[config.mk]
export PLATFORM = sky130hd
export DESIGN_NAME = fetch_unit
export DESIGN_NICKNAME = d
export VERILOG_FILES = /design/src/rtl/cpu_pkg.sv /design/src/rtl/pc_reg.sv /design/src/rtl/fetch_unit.sv
export SDC_FILE = /design/constraint.sdc
export NUM_CORES = 1
export LEC_CHECK = 0
export CORE_MARGIN = 10
export CORE_UTILIZATION = 41
export CTS_BUF_LIST = sky130_fd_sc_hd__clkbuf_16
export CTS_CLUSTER_DIAMETER = 100
export DETAILED_ROUTE_END_ITERATION = 7
export PLACE_DENSITY = 0.88
export SLEW_MARGIN = 20
export SYNTH_ARGS = -nofsm -noshare
export SYNTH_HDL_FRONTEND = slang
export SYNTH_SLANG_ARGS = --single-unit
[constraint.sdc]
create_clock -name clk -period 1.85 [get_ports clk]
set_clock_uncertainty 0.1 [all_clocks]
set_input_delay 0.2775 -clock clk [delete_from_list [all_inputs] [get_ports clk]]
set_output_delay 0.2775 -clock clk [all_outputs]
set_load 0.03 [all_outputs]
[src/rtl/cpu_pkg.sv]
// Shared definitions for the fetch path: FSM encoding, the reset/NOP instruction
// word and the word-alignment helper used for branch targets.
package cpu_pkg;

   typedef enum logic [1:0] {
      ST_FETCH  = 2'd0,
      ST_EXEC   = 2'd1,
      ST_UPDATE = 2'd2
   } fetch_state_t;

   localparam logic [31:0] NOP_INSTR   = 32'h0000_0000;
   localparam logic [31:0] INSTR_BYTES = 32'd4;

   function automatic logic [31:0] align_word(input logic [31:0] addr);
      return addr & ~32'h0000_0003;
   endfunction

endpackage

[src/rtl/pc_reg.sv]
// Program counter with its next-PC mux: sequential PC+4 or a word-aligned target.
// The register only moves when load is asserted (the UPDATE cycle).
module pc_reg
   import cpu_pkg::*;
#(
   parameter logic [31:0] RESET_PC = 32'h0000_0000
) (
   input  logic        clk,
   input  logic        rst_n,
   input  logic        load,
   input  logic        sel,
   input  logic [31:0] target,
   output logic [31:0] pc,
   output logic [31:0] pc4
);

   logic [31:0] value_reg;
   logic [31:0] value_next;

   // Wraps naturally at 2^32; no carry flag is wanted.
   assign pc4        = value_reg + INSTR_BYTES;
   assign value_next = sel ? align_word(target) : pc4;
   assign pc         = value_reg;

   always_ff @(posedge clk or negedge rst_n) begin
      if (!rst_n) begin
         value_reg <= RESET_PC;
      end else if (load) begin
         value_reg <= value_next;
      end
   end

endmodule

[src/rtl/fetch_unit.sv]
// Multi-cycle instruction fetch: FETCH handshakes with memory, EXEC holds the
// word for EXEC_CYCLES clocks, UPDATE advances the PC.
module fetch_unit
   import cpu_pkg::*;
#(
   parameter logic [31:0] RESET_PC    = 32'h0000_0000,
   parameter int          EXEC_CYCLES = 5
) (
   input  logic        clk,
   input  logic        rst_n,
   input  logic        PCSel,
   input  logic [31:0] ALUout,
   output logic        imem_req,
   output logic [31:0] imem_addr,
   input  logic        imem_ack,
   input  logic [31:0] imem_rdata,
   output logic [31:0] instr,
   output logic [31:0] PC,
   output logic [31:0] PC4,
   output logic        instr_valid,
   output logic [2:0]  cycle
);

   localparam logic [2:0] LAST_CYCLE = 3'(EXEC_CYCLES - 1);

   fetch_state_t state_reg, state_next;
   logic [2:0]   cycle_reg, cycle_next;
   logic [31:0]  instr_reg, instr_next;
   logic [31:0]  target_reg, target_next;
   logic         sel_reg, sel_next;
   logic         armed_reg;
   logic         pc_load;
   logic         fetch_fire;

   // armed_reg keeps the request low during reset and until the first edge after release.
   assign imem_req    = armed_reg && (state_reg == ST_FETCH);
   assign fetch_fire  = imem_req && imem_ack;
   assign imem_addr   = PC;
   assign instr       = instr_reg;
   assign instr_valid = (state_reg == ST_EXEC);
   assign cycle       = cycle_reg;

   always_ff @(posedge clk or negedge rst_n) begin
      if (!rst_n) begin
         state_reg  <= ST_FETCH;
         cycle_reg  <= 3'd0;
         instr_reg  <= NOP_INSTR;
         target_reg <= 32'h0000_0000;
         sel_reg    <= 1'b0;
         armed_reg  <= 1'b0;
      end else begin
         state_reg  <= state_next;
         cycle_reg  <= cycle_next;
         instr_reg  <= instr_next;
         target_reg <= target_next;
         sel_reg    <= sel_next;
         armed_reg  <= 1'b1;
      end
   end

   always_comb begin
      state_next  = state_reg;
      cycle_next  = cycle_reg;
      instr_next  = instr_reg;
      target_next = target_reg;
      sel_next    = sel_reg;
      pc_load     = 1'b0;
      case (state_reg)
         ST_FETCH: begin
            if (fetch_fire) begin
               instr_next = imem_rdata;
               cycle_next = 3'd0;
               state_next = ST_EXEC;
            end
         end
         ST_EXEC: begin
            // The branch decision is only trusted on the final execution cycle.
            if (cycle_reg == LAST_CYCLE) begin
               sel_next    = PCSel;
               target_next = ALUout;
               cycle_next  = 3'd0;
               state_next  = ST_UPDATE;
            end else begin
               cycle_next = cycle_reg + 3'd1;
            end
         end
         ST_UPDATE: begin
            pc_load    = 1'b1;
            state_next = ST_FETCH;
         end
         default: begin
            state_next = ST_FETCH;
            cycle_next = 3'd0;
         end
      endcase
   end

   pc_reg #(
      .RESET_PC (RESET_PC)
   ) u_pc (
      .clk    (clk),
      .rst_n  (rst_n),
      .load   (pc_load),
      .sel    (sel_reg),
      .target (target_reg),
      .pc     (PC),
      .pc4    (PC4)
   );

endmodule

Yosys cells after proc, flatten, opt, wreduce, memory -nomap -nowiden
Cells that the tools add are included.
- add/subtract/negate cells: 2
- equal/unequal tests: 5
- muxes and demuxes: 8
- bitwise logic cells: 1
- reduce and logical (&&, ||, !) cells: 7
- operator list (kind ; count):
    adder 32 x 3 -> 32 bit, second input constant ; 1
    two-way mux 32 bit ; 1
    case mux 3 bit (3 select lines) ; 1
    AND reduction 2 bit ; 4
    two-way mux 3 bit ; 2
    two-way mux 2 bit ; 2
    case mux 2 bit (2 select lines) ; 1
    adder 3 x 1 -> 3 bit, second input constant ; 1
    equality test 3 bit, second input constant ; 1
    equality test 2 x 1 -> 1 bit, second input constant ; 1
    equality test 2 bit, second input constant ; 1
    logical AND 1 bit ; 2
    logical NOT 2 bit ; 1
    != test 2 x 1 -> 1 bit, second input constant ; 1
    != test 2 bit, second input constant ; 1
    two-way mux 1 bit ; 1
    inverter 1 bit ; 1
- flip-flop bits (word level): 103
- bits of input ports: 68
- output and inout bits: 133
- logic and storage cells: 30

Depth between registers and ports, before layout
Gate-level depths: netlist of the first run.
- depth after elaboration: 5
- depth in mapped cells: 6
- depth with buffers taken out: 5

Cells and area by module
A second synthesis of the first run with hierarchy kept.
- cells, all modules: 484
- area total of the unflattened synthesis: 5542.8 um^2
- modules (own cells, without submodules) (module ; instances ; cells each ; area each (um^2)):
    fetch_unit ; 1 ; 198 ; 3096.7
    pc_reg ; 1 ; 286 ; 2446.1

Least setup slack after synthesis of the first run
OpenSTA, ideal clock, no wires.
- path kind: reg2out
- from: reg u_pc.value_reg[3] (netlist: u_pc.pc[3])
- to: out PC4[20]
- arrival time: 2219 ps
- data required time: 1472 ps
- slack: -747 ps
- cell stages (with the launch flop): 7
- cell sequence: dfrtp_1 > ha_1 > nand3_1 > nor4_4 > buf_6 > nand4_1 > xnor2_1
- longest elaborated chain between the ends: 1
- ends and longest elaborated chain (item ; line ; RTL):
    start: declaration ; pc_reg.sv:17 ; logic [31:0] value_reg;
    start signal: assignment ; pc_reg.sv:29 ; value_reg <= value_next;
    adder 32 x 3 -> 32 bit ; pc_reg.sv:21 ; assign pc4 = value_reg + INSTR_BYTES;
    end: declaration ; fetch_unit.sv:19 ; output logic [31:0] PC4,
No other way between the ends.

Final worst setup path of the first run
- from: reg u_pc.value_reg[2] (netlist: u_pc.pc[2])
- to: out PC4[26]
Same word-level chain as after synthesis.

==> flow_summary.ini, run 1 <==
[sta]
fmax_ghz = 0.4209
rsz0062_at_grt = yes
final_hold_viol_count = 0
setup_slack_ns = -0.5259
setup_viol = 30
fin_crit_ns = 2.376
finalCritPeriodShare = 1.284
drv_slew = 0

[logic_synthesis]
post-synth-top-count-cell = dfrtp_1
syn_area_um2 = 5364
ys_async_sr_fraction = 1.000
yosys.area.top_type = dfrtp_1
synthCells = 498
synth_area_leaders = dfrtp_1, mux2_2, buf_4, xnor2_1, o21ai_0
synth-seq-cells = 99
synth.avg_cell_area_um2 = 10.77
synthFlopType = dfrtp_1
yosysWarnings = 0
netlist_top_cells_count = dfrtp_1, mux2_2, buf_4
yosysUniqueCellTypes = 55
ys_seq_area_frac = 0.4619
synth_top_area_frac = 0.4619
synth-edff-count = 0

[run_status]
outcome = finished, violations left
violations = negative setup slack

[clocking]
path_clk_slew_ns = 0.08
clock_sinks = 99
cts_made_buffers = 9
cts_buffer_depth = 2
htreeDepth = 3
clk_latency_ns = 0.37
root_buffer = clkbuf_16
cts_tree = built

[critical_path]
cp_data_arrival_time_ns = 2.00
worstSetupStartpointType = register
timing.rr.start = u_pc.pc[2]
cp-startpoint = u_pc.pc[2]
required_ns = 1.47
end_kind = output pin
critical_path.max_stage_delay_ns = 0.38
crit_path_frequent_cell = buf_6
crit_fanout = 7
worstPathCellList = buf_6 -> ha_4 -> nand3_4 -> nor4_4 -> buf_4 -> buf_12 -> nand4_4 -> xnor2_4 -> buf_6
crit_type = register to output pin
worst-r2r-setup-slack_ns = -0.16
cp_slowest_cell = dfrtp_2

[routing]
via_count = 4997
route.detailed.drc = 0
wl_per_cell_um = 21.00
drt-vias-per-instance = 5.426
drt_iter0_drc = 297
totalWireLength_um = 19340
ant_nets = 0
dr.pass1.iters = 4

[global_route]
grt_pass1_vias = 5435
grt_overflow = 0
grt_max_degree = 67
grt_pass1_wl_um = 30060
antenna_found_initial = 2
grt.total_usage = 0.2087

[finish]
diodes = 0
areaGrowthSynthToFinish_pct = 70.89
final_nets = 815
final_util = 0.7205
largest_register_ffs = 32
register_area_um2 = 2509
multi_input_area_um2 = 3157
layout-drive-gt1-share = 0.4312
fillCellCount = 889

[placement]
pre_cts_ws_ns = -0.2110
dp_hpwl_um = 13580
numPortBuffers = 192
gp_congestion = 0.8417

[die]
die_h_um = 134.4
die_w_um = 134.4
fp-row-count = 41
core_area_um2 = 12720
start_util = 0.4216
num_io_pins = 201
dieArea_um2 = 18060

[pwr]
cellPowerDensity_nw_per_um2 = 1572
p_leak_nw = 3.988
ir_drop_mv = 1.183

[worst_hold_path]
min_path_type = input pin to asynchronous set/reset pin

[job]
max_cap_violations = 0
-- path summary, 6_finish.rpt --
path	cells past startpoint	end
worst max-delay path	9	PC4[26]
worst min-delay path	2	target_reg[26]
worst max register to register	10	u_pc.pc[18]
worst min register to register	1	instr[15]
max in group asynchronous	3	target_reg[20]
min in group clk	1	instr[15]
-- placed cells by master (no fill, tap or decap), types with 5 or more instances in the layout --
cell,n
dlygate4sd2_1,62
o21ai_0,18
buf_4,75
a31oi_1,9
inv_1,13
and3_4,6
a21oi_1,10
nand3_4,7
clkdlybuf4s50_1,91
buf_12,16
nor2_1,20
nand2_1,21
nand3_1,11
dfrtp_1,74
dlymetal6s2s_1,6
mux2_2,63
nand4_1,13
dfrtp_2,25
and3_1,9
clkbuf_16,9
buf_6,43
o2bb2ai_1,5
xnor2_4,17
conb_1,7
nor3_1,14
-- kinds of logic (layout without fill, tap and decap cells) --
family | count (synthesis) | count (layout) | share of synthesized area
AND/OR/NAND/NOR | 142 | 142 | 0.1584
flip-flops | 99 | 99 | 0.4619
buffers and inverters | 82 | 328 | 0.08817
AO/OA/AOI/OAI | 77 | 77 | 0.1012
multiplexers | 66 | 66 | 0.1379
XOR/XNOR | 27 | 27 | 0.04409
adder cells (fa/ha/maj) | 3 | 3 | 0.006999
other | 2 | 7 | 0.001400
-- worst max-delay path: cells and delay by family, from the launching register on --
kind | cells | cell delay, ns
adder cells (fa/ha/maj) | 1 | 0.14
flip-flops | 1 | 0.38
AND/OR/NAND/NOR | 3 | 0.37
XOR/XNOR | 1 | 0.16
buffers and inverters | 4 | 0.58
-- metal layers --
metal,track usage,routed length [µm]
met5,0,27
met4,0.06953,488
met3,0.1079,2188
met2,0.3542,9630
met1,0.2178,7007
-- metrics by stage --
| step | power [W] | std cells | cell area [µm²] | setup TNS (ns) | hold WS, ns |
|---|---|---|---|---|---|
| final | 0.01441 | 921 | 9166 | -11.21 | 0.2633 |
| after global routing | 0.01514 | 921 | 9166 | -13.61 | 0.2825 |
| after CTS | 0.01421 | 909 | 8876 | -11.49 | 0.2700 |
| after detailed placement | 0.01230 | 877 | 8289 | -2.322 | 0.1093 |
| after global placement | 0.01200 | 877 | 8289 | -1.686 | 0.1065 |
| after floorplan | 0.008843 | 503 | 5869 | -5.777 | -0.1181 |
-- what timing repair did --
action,4_1_cts,5_1_grt
gates resized for setup,126,54
endpoints found under the setup margin,96,53
pin swaps,29,26
setup buffers,17,17
hold endpoints to repair,21,0
hold buffers,1,0
-- area by class of cell --
type	count	area share
inverter	13	0.005324
clock buffer	9	0.02457
tap	172	0.02348
sequential	99	0.2737
multi-input combinational	322	0.3444
timing repair buffer	299	0.3220
clock inverter	7	0.006552
-- report_power, final --
group / total (W) / leakage, nW / internal (W) / switching (W)
Combinational: 0.00864 / 2.73 / 0.00368 / 0.00496
Sequential: 0.00390 / 1.12 / 0.00316 / 0.000737
Clock: 0.00187 / 0.142 / 0.000942 / 0.000931
Total: 0.0144 / 3.99 / 0.00778 / 0.00663
No activity file was read; power rests on OpenSTA's default activity.
==> run 2, diff against run 1 <==
--- a/config.mk
+++ b/config.mk
@@ -10,8 +10,9 @@
 export CTS_BUF_LIST = sky130_fd_sc_hd__clkbuf_16
 export CTS_CLUSTER_DIAMETER = 100
 export DETAILED_ROUTE_END_ITERATION = 7
-export PLACE_DENSITY = 0.88
+export PLACE_DENSITY = 0.87
 export SLEW_MARGIN = 20
 export SYNTH_ARGS = -nofsm -noshare
 export SYNTH_HDL_FRONTEND = slang
+export SYNTH_HIERARCHICAL = 1
 export SYNTH_SLANG_ARGS = --single-unit
==> flow_summary.ini, run 2 <==
[critical_path]
required_ns = 1.47
critical_path.max_stage_delay_ns = 0.55
crit_type = register to output pin
r2r_cells = 6
worstSetupStartpointType = register
crit_fanout = 2
cp_slowest_cell = or4_4
critPathTopFamily = simple AND/OR/NAND/NOR gates
end_kind = output pin
worst-path-buf-inv = 2
worst-r2r-setup-slack_ns = -0.30
cp_data_arrival_time_ns = 2.19
worstPathCellList = nand3_2 -> or4_4 -> buf_4 -> nor4_4 -> xor2_2 -> buf_12
timing.rr.start = u_pc/pc[10]
r2r_end = u_pc/pc[29]

[logic_synthesis]
synth.avg_cell_area_um2 = 11.40
yosysWarnings = 6
synthCells = 480
syn_area_um2 = 5470

[routing]
dr.pass1.iters = 6
via_count = 5263
route.detailed.drc = 0
totalWireLength_um = 20970
drt-vias-per-instance = 5.684
drt_iter0_drc = 459
ant_nets = 0
wl_per_cell_um = 22.64

[global_route]
antenna_found_initial = 0
grt.total_usage = 0.2085
grt_pass1_vias = 5442
grt_pass1_wl_um = 30320
grt_max_degree = 100
grt_overflow = 0

[die]
dieArea_um2 = 18360
num_io_pins = 201
die_w_um = 135.5
fp-row-count = 42
start_util = 0.4164
core_area_um2 = 13140
die_h_um = 135.5

[pwr]
p_leak_nw = 4.202
power_w = 0.01458
comb_power_share = 0.592
seqPwrFrac = 0.267
swShare = 0.4347
cellPowerDensity_nw_per_um2 = 1539
clkPwrFrac = 0.141
p_int_w = 0.008239
p_sw_w = 0.006336
ir_drop_mv = 1.029

[sta]
worst_pin_slew_ns = 0.5375
fin_hold_ws_ns = 0.3979
rsz0062_at_grt = yes
setup_slack_ns = -0.7209
fmax_ghz = 0.3890
finalCritPeriodShare = 1.390
slew_headroom = 0.6417
drv_slew = 0
fin_crit_ns = 2.571
final_hold_viol_count = 0
setup_viol = 48

[clocking]
cts_buffer_depth = 2
path_clk_slew_ns = 0.07
root_buffer = clkbuf_16
cts_made_buffers = 9
cts_tree = built
htreeDepth = 3
clk_latency_ns = 0.36
clock_sinks = 99

[finish]
diodes = 0
layout-drive-gt1-share = 0.4787
largest_register_ffs = 32
instances_no_fill = 926
final_nets = 817
final_common_cell = buf_4
areaGrowthSynthToFinish_pct = 73.15
final_cell_mix = buf_4, clkdlybuf4s50_1, dfrtp_1

[run_status]
violations = negative setup slack
outcome = finished, violations left

[placement]
dp_hpwl_um = 13890
pre_cts_ws_ns = -0.3101
numPortBuffers = 192
gp_congestion = 0.8868
dp.cells = 863

[worst_hold_path]
min_path_type = input pin to asynchronous set/reset pin

[job]
max_cap_violations = 0
run 2: power by group through the flow:
stage          clock network, W  registers [W]  logic [W]
3_3_place_gp                  0        0.00380    0.00784
5_1_grt                 0.00218        0.00399    0.00903
3_5_place_dp                  0        0.00387    0.00797
6_report                0.00205        0.00389    0.00864
2_1_floorplan                 0        0.00503    0.00369
4_1_cts                 0.00209        0.00384    0.00804
run 2: worst max-delay path by stage:
| stage | start | end | slack (ns) | depth (start not counted) |
|---|---|---|---|---|
| after floorplan | u_pc/pc[12] | PC4[21] | -0.45 | 8 |
| after global placement | u_pc/pc[2] | PC4[29] | -0.29 | 5 |
| after detailed placement | u_pc/pc[2] | PC4[29] | -0.31 | 5 |
| after CTS | u_pc/pc[3] | PC4[29] | -0.66 | 5 |
| after global routing | u_pc/pc[11] | PC4[31] | -0.76 | 6 |
| final | u_pc/pc[10] | PC4[31] | -0.72 | 6 |
run 2: final cells by class:
type | count | area (µm²)
well taps | 176 | 220.2
clock inverters | 6 | 90.09
multi-input cells | 301 | 3198
flip-flops and latches | 99 | 2506
inverters | 9 | 37.54
fillers | 834 | 3666
repair buffers | 326 | 3194
clock buffers | 9 | 225.2
run 2: per-layer routing:
layer	track usage	vias to the layer above	routed length [µm]
met4	0.06280	0	810
met5	0	-	0
met3	0.09421	95	2556
met1	0.2296	2573	7237
met2	0.3535	365	10360
li1	-	2230	-
run 2: metrics by stage:
stage	utilization	setup TNS [ns]	instance area, µm²
2_1_floorplan	-	-8.148	6012
3_3_place_gp	0.6341	-3.065	8330
3_5_place_dp	0.6341	-4.054	8330
4_1_cts	0.6930	-11.35	9105
5_1_grt	0.7210	-17.24	9472
6_report	0.7210	-14.75	9472
run 2: worst min-delay path: stages:
cell           delay (ns)
dlygate4sd3_1        0.52
buf_4                0.11
buf_12               0.38
run 2: repair_timing:
action,4_1_cts,5_1_grt
hold buffers,1,0
hold endpoints to repair,99,0
buffers inserted,38,16
endpoints found under the setup margin,103,53
pin swaps,44,31
gates resized for setup,140,74
